[config.mk]
export PLATFORM = sky130hd
export DESIGN_NAME = serial_adder_ctrl
export DESIGN_NICKNAME = d
export VERILOG_FILES = /design/src/rtl/serial_adder_pkg.sv /design/src/rtl/full_adder_dataflow.sv /design/src/rtl/serial_adder_ctrl.sv
export SDC_FILE = /design/constraint.sdc
export NUM_CORES = 1
export LEC_CHECK = 0
export ABC_AREA = 1
export BUFFER_PORTS_ARGS = -buffer_cell sky130_fd_sc_hd__buf_2
export CORE_MARGIN = 4
export CORE_UTILIZATION = 40
export DETAILED_ROUTE_END_ITERATION = 10
export PLACE_DENSITY = 0.62
export SYNTH_ARGS = -nofsm -noshare
export SYNTH_HDL_FRONTEND = slang
export SYNTH_SLANG_ARGS = --single-unit
[constraint.sdc]
create_clock -name clk -period 1 [get_ports clk]
set_input_delay 0.2 -clock clk [delete_from_list [all_inputs] [get_ports clk]]
set_output_delay 0.2 -clock clk [all_outputs]
set_load 0.01 [all_outputs]
[src/rtl/serial_adder_pkg.sv]
// Shared types and defaults for the bit-serial adder controller.
package serial_adder_pkg;

  localparam int SADD_WIDTH_DEFAULT = 8;

  typedef enum logic [1:0] {
    IDLE,
    RUN,
    DONE
  } sadd_state_t;

endpackage

[src/rtl/full_adder_dataflow.sv]
// One-bit full-adder cell, purely combinational; the serial adder's datapath.
module full_adder_dataflow (
  output logic sum,
  output logic carry_out,
  input  logic a,
  input  logic b,
  input  logic carry_in
);

  assign sum       = a ^ b ^ carry_in;
  assign carry_out = (a & b) | (carry_in & (a ^ b));

endmodule

[src/rtl/serial_adder_ctrl.sv]
// Bit-serial add controller: one full-adder cell sequenced LSB-first, one bit per clock.
// Define SERIAL_ADDER_OVF_EN to add the registered signed-overflow output.
module serial_adder_ctrl
  import serial_adder_pkg::*;
#(
  parameter int WIDTH = SADD_WIDTH_DEFAULT
) (
  input  logic             clk,
  input  logic             reset,
  input  logic             in_valid,
  output logic             in_ready,
  input  logic [WIDTH-1:0] a,
  input  logic [WIDTH-1:0] b,
  input  logic             carry_in,
  output logic             out_valid,
  input  logic             out_ready,
  output logic [WIDTH-1:0] sum,
  output logic             carry_out
`ifdef SERIAL_ADDER_OVF_EN
  ,
  output logic             overflow
`endif
);

  localparam int CNT_W = $clog2(WIDTH);
  localparam logic [CNT_W-1:0] LAST_BIT = CNT_W'(WIDTH - 1);

  sadd_state_t      state_q,   state_d;
  logic [WIDTH-1:0] a_sh_q,    a_sh_d;
  logic [WIDTH-1:0] b_sh_q,    b_sh_d;
  logic [WIDTH-1:0] sum_sh_q,  sum_sh_d;
  logic             carry_q,   carry_d;
  logic [CNT_W-1:0] bit_cnt_q, bit_cnt_d;
`ifdef SERIAL_ADDER_OVF_EN
  logic             ovf_q,     ovf_d;
`endif

  logic fa_sum;
  logic fa_co;

  full_adder_dataflow u_fa (
    .sum      (fa_sum),
    .carry_out(fa_co),
    .a        (a_sh_q[0]),
    .b        (b_sh_q[0]),
    .carry_in (carry_q)
  );

  always_comb begin
    // NOTE: every next-state signal gets its hold value first so no path leaves it unassigned (no latch).
    state_d   = state_q;
    a_sh_d    = a_sh_q;
    b_sh_d    = b_sh_q;
    sum_sh_d  = sum_sh_q;
    carry_d   = carry_q;
    bit_cnt_d = bit_cnt_q;
`ifdef SERIAL_ADDER_OVF_EN
    ovf_d     = ovf_q;
`endif

    unique case (state_q)
      IDLE: begin
        if (in_valid) begin
          a_sh_d    = a;
          b_sh_d    = b;
          carry_d   = carry_in;
          bit_cnt_d = '0;
          state_d   = RUN;
        end
      end

      RUN: begin
        // Sum bits enter at the MSB so the LSB lands at bit 0 after WIDTH shifts.
        a_sh_d    = a_sh_q >> 1;
        b_sh_d    = b_sh_q >> 1;
        sum_sh_d  = {fa_sum, sum_sh_q[WIDTH-1:1]};
        carry_d   = fa_co;
        bit_cnt_d = bit_cnt_q + 1'b1;
        if (bit_cnt_q == LAST_BIT) begin
          state_d = DONE;
`ifdef SERIAL_ADDER_OVF_EN
          ovf_d   = carry_q ^ fa_co;
`endif
        end
      end

      DONE: begin
        if (out_ready) begin
          state_d = IDLE;
        end
      end

      default: state_d = IDLE;
    endcase
  end

  // NOTE: state registers use non-blocking assignments so every flop samples pre-edge values.
  always_ff @(posedge clk) begin
    if (reset) begin
      state_q   <= IDLE;
      a_sh_q    <= '0;
      b_sh_q    <= '0;
      sum_sh_q  <= '0;
      carry_q   <= 1'b0;
      bit_cnt_q <= '0;
`ifdef SERIAL_ADDER_OVF_EN
      ovf_q     <= 1'b0;
`endif
    end else begin
      state_q   <= state_d;
      a_sh_q    <= a_sh_d;
      b_sh_q    <= b_sh_d;
      sum_sh_q  <= sum_sh_d;
      carry_q   <= carry_d;
      bit_cnt_q <= bit_cnt_d;
`ifdef SERIAL_ADDER_OVF_EN
      ovf_q     <= ovf_d;
`endif
    end
  end

  assign in_ready  = (state_q == IDLE);
  assign out_valid = (state_q == DONE);
  assign sum       = sum_sh_q;
  assign carry_out = carry_q;
`ifdef SERIAL_ADDER_OVF_EN
  assign overflow  = ovf_q;
`endif

endmodule

# Word level (Yosys, flattened, before mapping)
# Cells that the tools add are included.
# Widths: inputs -> output; s select.
op_classes:
  addsub: 1
  multipliers: 0
  div_mod_pow: 0
  order_cmp: 0
  n_eq_ne: 6
  shift: 0
  mux: 12
  bitwise_logic: 5
  n_reduce_logical: 4
ops:
  columns: ["op", "n"]
  rows:
  - ["$pmux 8 s2", 2]
  - ["$mux 8", 2]
  - ["$mux 2", 3]
  - ["$pmux 2 s3", 1]
  - ["$pmux 3 s2", 1]
  - ["$ne 2x2->1 const B", 2]
  - ["$add 3x1->3 const B", 1]
  - ["$eq 3x3->1 const B", 1]
  - ["$mux 3", 1]
  - ["$reduce_and 3->1", 1]
  - ["$and 1x1->1", 2]
  - ["$eq 2x1->1 const B", 1]
  - ["$eq 2x2->1 const B", 1]
  - ["$logic_not 2->1", 1]
  - ["$ne 2x1->1 const B", 1]
  - ["$pmux 1 s2", 1]
  - ["$reduce_and 2->1", 1]
  - ["$reduce_bool 2->1", 1]
  - ["$xor 1x1->1", 2]
  - ["$mux 1", 1]
  - ["$or 1x1->1", 1]
word_totals:
  register_bits: 30
  latchBits: 0
  ramBits: 0
  romBits: 0
  in_bits: 21
  out_inout_bits: 11
  word_cells: 34
  memories: 0

# Logic depth before layout (Yosys ltp)
# Gate-level depths: netlist (run 1).
logic_depth:
  depth_word: 4
  ltp_mapped: 6
  depth_no_buf: 5

# Cells and area by module
# Synthesis (run 1) repeated with hierarchy kept, for this count alone.
unflattened:
  cells_unflattened: 220
  hier_area_um2: 1436.4
by_module_without_submodules:
  columns: ["module", "n_inst", "cells_per_inst", "area_per_inst_um2", "seq_area_each_um2"]
  rows:
  - ["serial_adder_ctrl", 1, 219, 1416.4, 600.6]
  - ["full_adder_dataflow", 1, 1, 20.0, 0.0]

# Worst setup path before layout (run 1)
# Ideal clock, no wire load.
synth_timing:
  path_type: "register to register"
  start: "register carry_q (netlist: carry_out)"
  end: "register carry_q (netlist: carry_out)"
  setup_ps: 114
  arrival_ps: 1007
  t_required_ps: 886
  path_slack_ps: -121
  stages_incl_launch_ff: 6
  path_buffers: 0
  period_less_slack_ps: 1121
  cell_sequence: "dfxtp_1 > fa_1 > inv_1 > nand2_1 > a21oi_1 > nor2_1"
synth_between:
  elab_chain_cells: 3
synth_lines:
  columns: ["element", "line_no", "text"]
  rows:
  - ["start, declared", "serial_adder_ctrl.sv:32", "logic carry_q, carry_d;"]
  - ["start signal, assigned", "serial_adder_ctrl.sv:114", "carry_q <= carry_d;"]
  - ["$and 1x1->1", "full_adder_dataflow.sv:11", "assign carry_out = (a & b) | (carry_in & (a ^ b));"]
  - ["$or 1x1->1", "full_adder_dataflow.sv:11", null]
  - ["$pmux 1 s2", "serial_adder_ctrl.sv:61", "unique case (state_q)"]
# Every way passes these cells.
# A chain may end at the register's enable or synchronous reset.

# Final worst setup path (run 1)
layout_timing:
  start: "register state_q[1]"
  end: "output out_valid"
layout_between:
  elab_chain_cells: 1
layout_lines:
  columns: ["element", "line_no", "text"]
  rows:
  - ["start, declared", "serial_adder_ctrl.sv:28", "sadd_state_t state_q, state_d;"]
  - ["start signal, assigned", "serial_adder_ctrl.sv:110", "state_q <= state_d;"]
  - ["$eq 2x2->1", "serial_adder_ctrl.sv:123", "assign out_valid = (state_q == DONE);"]
  - ["end, declared", "serial_adder_ctrl.sv:15", "output logic out_valid,"]
# Every way passes these cells.

==> results of run 1 <==
==> worst min-delay path: stages <==
cell	delay (ps)
buf_2	70
inv_1	30
nand2_2	60
a21oi_2	40
==> cells by family (layout without fill, tap and decap cells) <==
kind of cell             after synthesis  in the layout  synth area share [%]
adder cells (fa/ha/maj)                3              3                  3.14
buffers and inverters                 48            101                  15.0
flip-flops                            30             30                  41.9
AND/OR/NAND/NOR                      109            109                  28.7
AO/OA/AOI/OAI                         30             30                  11.3
==> power by group through the flow <==
stage | registers (W) | logic, W | clock network [W]
after floorplan | 0.00137 | 0.000326 | 0
after global placement | 0.00137 | 0.000495 | 0
after detailed placement | 0.00137 | 0.000494 | 0
after CTS | 0.00134 | 0.000608 | 0.000702
after global routing | 0.00136 | 0.000687 | 0.000769
final | 0.00135 | 0.000600 | 0.000678
==> worst max-delay path by stage <==
stage / from / to / slack, ps / depth (start not counted)
after floorplan: state_q[0] / a_sh_q[0] / -50 / 6
after global placement: state_q[0] / bit_cnt_q[2] / -140 / 4
after detailed placement: state_q[0] / bit_cnt_q[2] / -180 / 4
after CTS: state_q[0] / in_ready / -190 / 2
after global routing: state_q[1] / out_valid / -210 / 3
final: state_q[1] / out_valid / -160 / 3
==> area by class of cell <==
class / instances / area (sq um)
clock buffers: 8 / 48.8
fillers: 312 / 1410
inverters: 38 / 148
multi-input cells: 142 / 662
flip-flops and latches: 30 / 624
well taps: 46 / 57.6
repair buffers: 54 / 432
repair inverters: 1 / 7.51
==> layer usage <==
metal  routed length [um]  track usage (%)  vias to the layer above
li1                     -                -                      758
met1                 1490             18.6                      583
met2                 1450             24.1                       23
met3                  163             6.24                        4
met4                   48             9.18                        0
met5                    0                0                        -
==> stage by stage <==
| step | hold WS (ps) | utilization, % | cell area, sq um |
|---|---|---|---|
| floorplan | 269 | - | 1440 |
| CTS | 93.3 | 57.5 | 1950 |
| global route | 96.6 | 58.4 | 1980 |
| finish | 111 | 58.4 | 1980 |
| global placement | 451 | 49.8 | 1690 |
| detailed placement | 450 | 49.8 | 1690 |
==> cells in the mapped netlist <==
cell type / number / share of area, %
buf_6: 4 / 3.1
o21ai_4: 1 / 1.1
dfxtp_1: 30 / 42
o21ai_0: 9 / 3.1
clkbuf_1: 1 / 0.26
inv_1: 37 / 9.7
buf_1: 1 / 0.26
fa_1: 1 / 1.4
inv_2: 1 / 0.26
buf_2: 4 / 1.4
a21oi_1: 20 / 7.0
nand3_1: 2 / 0.70
ha_1: 2 / 1.7
nor2_1: 36 / 9.4
nand2_1: 71 / 19
==> flip-flops by register name, summed over array words and instances (netlist names) <==
signal	flops
sum	8
bit_cnt_q	3
state_q	2
b_sh_q	8
carry_out	1
a_sh_q	8
==> what timing repair did <==
action,in CTS,in global routing
cloned,1,1
hold buffers,0,0
hold endpoints to repair,0,0
endpoints found under the setup margin,40,41
resized for setup,28,20
pin swaps,3,3
buffers inserted,16,1
==> summary.md, run 1 <==
| Metric | Value |
|---|---|
| Tot Pwr | `0.00263 W` |
| Clock skew | `roughly 12 ps` |
| Status | `finished with violations` |
| Clk sinks | `30` |
| Top delay family on crit path | `flip-flops` |
| Drc violations | `0` |
| Crit path cell chain | `inv_4, nor2_4, buf_6` |
| Hold Fails Final Rpt | `0` |
| R2r setup slk | `-130 ps` |
| PnR worst setup slack | `-157 ps` |
| DRC marker count from the first detailed-route iteration | `46` |
| TritonCTS buffer count | `5` |
| Final setup TNS | `-2880 ps` |
| Synthesized instance count | `220` |
| Layout cells sized above 1 | `roughly a third` |
| Ant diodes | `0` |
| Crit path kind | `flop to output port` |
| YS warnings | `0` |
| Crit path DAT | `960 ps` |
| Worst R2R End | `b_sh_q[0]` |
| R2R Path Start | `state_q[0]` |
| Initial antenna violation count | `0` |
| Worst-Skew Late Latency | `330 ps` |
| Routability cong. | `0.729` |
| Die width | `67.9 um` |
| Min Tclk post-route | `between 1000 and 1500 ps` |
| Commonest non-fill, non-tap cell in the layout | `nand2_1` |
| Pwr dens | `1330 mW/mm^2` |
| Synthesized flop and latch total | `30` |
| Max-slew violations | `0` |
| Clock share of power | `about 26%` |
| Cell variety after synth | `15` |
| Ratio of final minimum period to clock period | `116%` |
| Hold EP | `state_q[1]` |
| Routed wire length | `about 3100 um` |
| Fmax | `slightly below 900 MHz` |
| RSZ-0062 raised after global routing | `true` |
| First-pass GRT wire length | `around 5200 um` |
| Area Overhead vs Synth | `38.0%` |
| GRT Util Overall | `15.8%` |
| Site Rows | `21` |
| WL/cell | `between 9 and 10 um` |
| Cell Area, Synth | `0.00143 sq mm` |
| Synthesized Nets | `244` |
| Nets | `296` |
| Worst VDD drop | `0.809 mV` |
| P_int | `0.00187 W` |
| Sw Share | `around 29%` |
| Hold Path Class | `primary input to flop` |
| Largest net degree at the start of global routing | `26` |
| Sequential share of the synthesized area | `41.9%` |
| P_sw | `0.000756 W` |
| Total gr overflow | `0` |
| Most frequent cells in the layout | `nand2_1, inv_1, nor2_1, buf_2` |
| Dpl ws | `-183 ps` |
| Combinational share of power | `between 20% and 30%` |
| Clock slew seen by the registers of the worst setup and hold paths | `80 ps` |
| CTS Buffer Depth | `2` |
| Worst slew pin tran | `179 ps` |
| Boundary Pins | `32` |
| Post-route non-filler standard cell count | `about 320` |
| Htree depth | `2` |
| Number of max-cap violations | `0` |
| Crit-path max FO | `3` |
| Reg2reg path depth | `6` |
| DR pass1 iterations | `4` |
| IO Port Bufs | `31` |
| CP peak stage delay | `380 ps` |
| WP data required | `800 ps` |
| Detailed Place HPWL | `2010 um` |
| Sequential share of power | `51.3%` |
| Antenna Violating Nets Remaining | `0` |
| Worst path buffer plus inverter count | `2` |
| Slew margin rel. | `88.0%` |
| Failing checks | `setup timing` |
| Initial Util | `42.3%` |
| Post-Place Cells | `around 300` |
| Routed vias | `1368` |
| Min-delay src | `out_ready` |
| Final setup viols | `33` |
| Crit-path slowest cell | `dfxtp_4` |
| Critical Path End Type | `output port` |
| Clock root cell | `clkbuf_4` |
| Post-synthesis area per instance | `6.52 sq um` |
| Worst hold stages | `4` |
| Leakage | `1.01 nW` |
| Worst Setup Start Kind | `flop` |
| DR vias/cell | `around 4.3` |
| Die Y | `67.9 um` |
| CTS tree | `done` |
| Die Area | `~0.0046 sq mm` |
| Vias in the first global route | `1210` |
| Total core area | `0.00339 sq mm` |
Note: power is estimated with default switching activity, not from simulation.
==> inputs of run 2 (changes only) <==
--- a/config.mk
+++ b/config.mk
@@ -10,7 +10,7 @@
 export CORE_MARGIN = 4
 export CORE_UTILIZATION = 40
 export DETAILED_ROUTE_END_ITERATION = 10
-export PLACE_DENSITY = 0.62
+export PLACE_DENSITY = 0.6
 export SYNTH_ARGS = -nofsm -noshare
 export SYNTH_HDL_FRONTEND = slang
 export SYNTH_SLANG_ARGS = --single-unit
==> summary.md, run 2 (synthesized netlist as in run 1, its figures left out) <==
| Metric | Value |
|---|---|
| Total core area | `0.00339 sq mm (unchanged)` |
| Worst path buffer plus inverter count | `3 (was 2)` |
| Site Rows | `21 (unchanged)` |
| Tot Pwr | `0.00292 W (was 0.00263 W)` |
| Min Tclk post-route | `1210 ps (was 1160 ps)` |
| R2R Path Start | `state_q[1] (was state_q[0])` |
| CTS tree | `done (unchanged)` |
| Ant diodes | `0 (unchanged)` |
| Routability cong. | `0.689 (was 0.729)` |
| Fmax | `824 MHz (was 864 MHz)` |
| DR pass1 iterations | `4 (unchanged)` |
| Crit path kind | `flop to output port (unchanged)` |
| Htree depth | `2 (unchanged)` |
| CP peak stage delay | `350 ps (was 380 ps)` |
| Critical Path End Type | `output port (unchanged)` |
| CP most frequent cell | `buf_6` |
| Layout cells sized above 1 | `42.3% (was 31.9%)` |
| Die Area | `0.00461 sq mm (unchanged)` |
| Boundary Pins | `32 (unchanged)` |
| CTS Buffer Depth | `2 (unchanged)` |
| PnR worst setup slack | `-213 ps (was -157 ps)` |
| Metal3 WL | `144 um (was 163 um)` |
| Met2 Wirelength | `1490 um (was 1450 um)` |
| CP endpoint | `out_valid (unchanged)` |
| Worst-Skew Late Latency | `310 ps (was 330 ps)` |
| Total stage count of the critical path | `4 (was 3)` |
| Pwr dens | `1370 mW/mm^2 (was 1330 mW/mm^2)` |
| Crit path cell chain | `inv_2, buf_6, nor2_4, buf_6 (was inv_4, nor2_4, buf_6)` |
| R2r setup slk | `-200 ps (was -130 ps)` |
| Hold Fails Final Rpt | `0 (unchanged)` |
| IO Port Bufs | `31 (unchanged)` |
| Initial antenna violation count | `0 (unchanged)` |
| Vias in the first global route | `1234 (was 1210)` |
| Die Y | `67.9 um (unchanged)` |
| CP Launch Point | `state_q[1] (unchanged)` |
| Crit-path max FO | `2 (was 3)` |
| Routed wire length | `3130 um (was 3150 um)` |
| Worst R2R End | `a_sh_q[2] (was b_sh_q[0])` |
| RSZ-0062 raised after global routing | `true (unchanged)` |
| Number of max-cap violations | `0 (unchanged)` |
| Post-layout util | `63.0% (was 58.4%)` |
| Ratio of final minimum period to clock period | `121% (was 116%)` |
| Clock skew | `3.02 ps (was 12.5 ps)` |
| GRT Util Overall | `15.0% (was 15.8%)` |
| Most frequent cells in the layout | `nand2_1, inv_1, nor2_1, buf_2, nand2_2 (was nand2_1, inv_1, nor2_1, buf_2)` |
| Failing checks | `setup timing (unchanged)` |
| DRC marker count from the first detailed-route iteration | `66 (was 46)` |
| Clock root cell | `clkbuf_4 (unchanged)` |
| Clk sinks | `30 (unchanged)` |
| Worst slew pin tran | `302 ps (was 179 ps)` |
| WP data required | `800 ps (about the same)` |
| Top Metal Used | `met4 (unchanged)` |
| Placement Cell Area | `0.00168 sq mm (was 0.00169 sq mm)` |
| Status | `finished with violations (unchanged)` |
| Largest net degree at the start of global routing | `26 (unchanged)` |
| Crit path DAT | `1010 ps (was 960 ps)` |
| Top delay family on crit path | `flip-flops (unchanged)` |
| Crit-path slowest cell | `dfxtp_2 (was dfxtp_4)` |
| Die width | `67.9 um (unchanged)` |
| Routed vias | `1408 (was 1368)` |
| Post-Place Cells | `299 (was 296)` |
| DR vias/cell | `4.43 (was 4.29)` |
| Total gr overflow | `0 (unchanged)` |
| First-pass GRT wire length | `5280 um (was 5220 um)` |
| Worst Setup Start Kind | `flop (unchanged)` |
| Met1 WL | `1460 um (was 1490 um)` |
| Antenna Violating Nets Remaining | `0 (unchanged)` |
| TritonCTS buffer count | `5 (unchanged)` |
| Post-route non-filler standard cell count | `318 (was 319)` |
| Initial Util | `42.3% (unchanged)` |
| WL/cell | `9.85 um (was 9.86 um)` |
| Max-slew violations | `0 (unchanged)` |
| Reg2reg path depth | `8 (was 6)` |
| Final setup viols | `26 (was 33)` |
| Worst VDD drop | `0.900 mV (was 0.809 mV)` |
| Detailed Place HPWL | `2030 um (was 2010 um)` |
| Area Overhead vs Synth | `49.0% (was 38.0%)` |
| Drc violations | `0 (unchanged)` |
| Design area | `0.00214 sq mm (was 0.00198 sq mm)` |
| Nets | `295 (was 296)` |
| Clock slew seen by the registers of the worst setup and hold paths | `90 ps (was 80 ps)` |
| Leakage | `1.06 nW (was 1.01 nW)` |
| Slew margin rel. | `79.8% (was 88.0%)` |
| Hold Path Class | `primary input to flop (unchanged)` |
| Cts hold-fix bufs | `0 (unchanged)` |
| Commonest non-fill, non-tap cell in the layout | `nand2_1 (unchanged)` |
## run 2: cell count changes in the layout (fill, tap and decap cells not counted), moves of 3 or more
cell / before / now
buf_4: 17 / 12
clkbuf_8: 0 / 3
buf_6: 15 / 18
nand2_1: 68 / 49
o21ai_0: 6 / 1
clkbuf_1: 3 / 0
nand2_2: 3 / 19
o21ai_1: 2 / 5
## run 2: repair_timing
item                       CTS  global route
buffers inserted             3             6
gates resized for setup     34            55
pin swaps                    3             7
setup endpoints to repair   39            41
gates cloned                 1             1
## run 2: area by class of cell
cell class	instances	area, sq um
Sequential cell	30	623
Multi-Input combinational cell	142	753
Inverter	38	150
Fill cell	313	1250
Clock buffer	8	78.8
Tap cell	46	57.6
Timing Repair Buffer	54	473
## run 2: report_power, final
group / switching (W) / total [W] / internal [W]
clock: 0.000395 / 0.000875 / 0.000480
sequential: 0.0000498 / 0.00135 / 0.00130
combinational: 0.000353 / 0.000694 / 0.000341
## run 2: how the worst min path moves through the flow
stage	slack, ps	cells past startpoint	end	from
final	120	2	bit_cnt_q[1]	reset
after global routing	120	2	b_sh_q[7]	reset
after CTS	110	2	bit_cnt_q[2]	reset
after detailed placement	450	2	b_sh_q[7]	reset
after global placement	450	2	a_sh_q[7]	reset
after floorplan	270	1	a_sh_q[7]	reset
## run 2: stage by stage
| stage | hold WS (ps) | setup slack, ps | TNS (ps) |
|---|---|---|---|
| after global routing | 123 | -267 | -5780 |
| after floorplan | 269 | -55.0 | -617 |
| after global placement | 448 | -75.7 | -1120 |
| after detailed placement | 451 | -79.7 | -1300 |
| final | 118 | -213 | -4300 |
| after CTS | 106 | -265 | -3660 |
## run 2: layer usage
layer	up-vias	global-route usage, %
met3	5	4.27
li1	755	-
met4	0	5.21
met1	625	19.0
met2	23	24.4
met5	-	0
==> inputs of run 3 (changes only) <==
--- a/config.mk
+++ b/config.mk
@@ -11,6 +11,7 @@
 export CORE_UTILIZATION = 40
 export DETAILED_ROUTE_END_ITERATION = 10
 export PLACE_DENSITY = 0.6
+export REMOVE_ABC_BUFFERS = 1
 export SYNTH_ARGS = -nofsm -noshare
 export SYNTH_HDL_FRONTEND = slang
 export SYNTH_SLANG_ARGS = --single-unit
==> summary.md, run 3 (synthesized netlist as in run 1, its figures left out) <==
| Metric | Value |
|---|---|
| Status | `finished with violations (unchanged)` |
| Failing checks | `setup timing (unchanged)` |
| Worst path buffer plus inverter count | `2 (was 3)` |
| Largest net degree at the start of global routing | `33 (was 26)` |
| Antenna Violating Nets Remaining | `0 (unchanged)` |
| Final setup viols | `33 (was 26)` |
| CP peak stage delay | `370 ps (was 350 ps)` |
| Leakage | `1.04 nW (was 1.06 nW)` |
| Pwr dens | `1360 mW/mm^2 (was 1370 mW/mm^2)` |
| Post-route non-filler standard cell count | `318 (unchanged)` |
| Reg2reg path depth | `6 (was 8)` |
| Post-layout util | `59.5% (was 63.0%)` |
| Commonest non-fill, non-tap cell in the layout | `nand2_1 (unchanged)` |
| CTS tree | `done (unchanged)` |
| DR vias/cell | `4.31 (was 4.43)` |
| Initial Util | `42.3% (unchanged)` |
| WP data required | `1240 ps (was 800 ps)` |
| Worst slew pin tran | `334 ps (was 302 ps)` |
| Min-delay src | `reset (unchanged)` |
| Worst VDD drop | `0.671 mV (was 0.900 mV)` |
| WL/cell | `10.4 um (was 9.85 um)` |
| R2r setup slk | `-260 ps (was -200 ps)` |
| Hold Path Class | `primary input to flop (unchanged)` |
| Total core area | `0.00339 sq mm (unchanged)` |
| First-pass GRT wire length | `5220 um (was 5280 um)` |
| Area Overhead vs Synth | `40.6% (was 49.0%)` |
| CTS Buffer Depth | `2 (unchanged)` |
| Routed vias | `1371 (was 1408)` |
| CP Launch Point | `state_q[0] (was state_q[1])` |
| RSZ-0062 raised after global routing | `true (unchanged)` |
| Clock skew | `9.72 ps (was 3.02 ps)` |
| Slew margin rel. | `77.7% (was 79.8%)` |
| Crit path DAT | `1490 ps (was 1010 ps)` |
| Hold Fails Final Rpt | `0 (unchanged)` |
| Detailed Place HPWL | `1940 um (was 2030 um)` |
| Die Area | `0.00461 sq mm (unchanged)` |
| Clock root cell | `clkbuf_4 (unchanged)` |
| Nets | `295 (unchanged)` |
| Number of max-cap violations | `0 (unchanged)` |
| R2R Path Start | `state_q[0] (was state_q[1])` |
| Clk sinks | `30 (unchanged)` |
| Worst R2R End | `b_sh_q[3] (was a_sh_q[2])` |
| Routability cong. | `0.740 (was 0.689)` |
| Worst-Skew Late Latency | `330 ps (was 310 ps)` |
| Most frequent cells in the layout | `nand2_1, inv_1, nor2_1, buf_2, dfxtp_1 (was nand2_1, inv_1, nor2_1, buf_2, nand2_2)` |
| PnR worst setup slack | `-255 ps (was -213 ps)` |
| Die Y | `67.9 um (unchanged)` |
| Layout cells sized above 1 | `32.0% (was 42.3%)` |
| Site Rows | `21 (unchanged)` |
| Initial antenna violation count | `0 (unchanged)` |
| Tot Pwr | `0.00274 W (was 0.00292 W)` |
| Total gr overflow | `0 (unchanged)` |
| TritonCTS buffer count | `5 (unchanged)` |
| Met1 Use GR | `18.1% (was 19.0%)` |
| Crit-path slowest cell | `dfxtp_4 (was dfxtp_2)` |
| Busiest grt layer | `met2 (unchanged)` |
| Routed wire length | `3300 um (was 3130 um)` |
| GRT Util Overall | `15.2% (was 15.0%)` |
| Crit-path max FO | `8 (was 2)` |
| CP most frequent cell | `nand2_1 (was buf_6)` |
| DR pass1 iterations | `5 (was 4)` |
| Critical Path End Type | `flop (was output port)` |
| Vias in the first global route | `1230 (was 1234)` |
| GR Layer Usage met2 | `24.3% (was 24.4%)` |
| Met3 usage | `4.76% (was 4.27%)` |
| Ant diodes | `0 (unchanged)` |
| Top delay family on crit path | `flip-flops (unchanged)` |
| Drc violations | `0 (unchanged)` |
| Worst hold stages | `2 (unchanged)` |
| Crit path kind | `flop to flop (was flop to output port)` |
| Clock slew seen by the registers of the worst setup and hold paths | `100 ps (was 90 ps)` |
| Max-slew violations | `0 (unchanged)` |
| Min Tclk post-route | `1260 ps (was 1210 ps)` |
| DRC marker count from the first detailed-route iteration | `68 (was 66)` |
| Boundary Pins | `32 (unchanged)` |
| Crit path cell chain | `buf_4, o21ai_4, clkbuf_16, nand2_1, nand2_1, nor2_1 (was inv_2, buf_6, nor2_4, buf_6)` |
| Htree depth | `2 (unchanged)` |
| Post-Place Cells | `299 (unchanged)` |
| IO Port Bufs | `31 (unchanged)` |
| Fmax | `797 MHz (was 824 MHz)` |
| Hold EP | `a_sh_q[7] (was bit_cnt_q[1])` |
| Die width | `67.9 um (unchanged)` |
| Worst Setup Start Kind | `flop (unchanged)` |
| Ratio of final minimum period to clock period | `126% (was 121%)` |
==> run 3: changes by cell type in the layout (fill, tap and decap cells not counted), sizes merged <==
| cell | before | now |
|---|---|---|
| buf | 53 | 52 |
| clkinv | 0 | 1 |
==> run 3: layout make-up <==
cell class	instances	area, sq um
fillers	331	1370
multi-input cells	142	663
flip-flops and latches	30	617
repair buffers	54	473
inverters	38	145
well taps	46	57.6
clock buffers	7	55.1
clock inverters	1	5.00
==> run 3: worst max path at each step <==
stage	cells past startpoint	slack, ps	end
after floorplan	4	-660	bit_cnt_q[1]
after global placement	4	-200	bit_cnt_q[2]
after detailed placement	4	-260	bit_cnt_q[2]
after CTS	4	-250	out_valid
after global routing	4	-320	out_valid
final	6	-260	b_sh_q[3]
==> run 3: where the power goes <==
group | internal (W) | switching [W] | leakage [nW]
combinational | 0.000322 | 0.000320 | 0.755
sequential | 0.00130 | 0.0000512 | 0.252
clock | 0.000340 | 0.000411 | 0.0353
==> run 3: repair_timing <==
action | 4_1_cts | 5_1_grt
cloned | 0 | 3
resized for setup | 28 | 18
setup endpoints to repair | 40 | 41
setup buffers | 8 | 0
pin swaps | 1 | 4
hold buffers | 0 | 0
==> run 3: stage by stage <==
step | cell area, sq um | TNS [ps] | hold slack (ps) | setup slack [ps]
global placement | 1690 | -2820 | 447 | -200
global route | 2020 | -7660 | 113 | -318
detailed placement | 1690 | -3850 | 456 | -256
finish | 2020 | -5520 | 107 | -255
CTS | 1890 | -5370 | 92.7 | -249
floorplan | 1360 | -14650 | 269 | -661
==> run 3: per-layer routing <==
layer | wire (um) | up-vias
met4 | 72 | 0
met5 | 0 | -
li1 | - | 751
met1 | 1530 | 579
met3 | 193 | 8
met2 | 1510 | 33
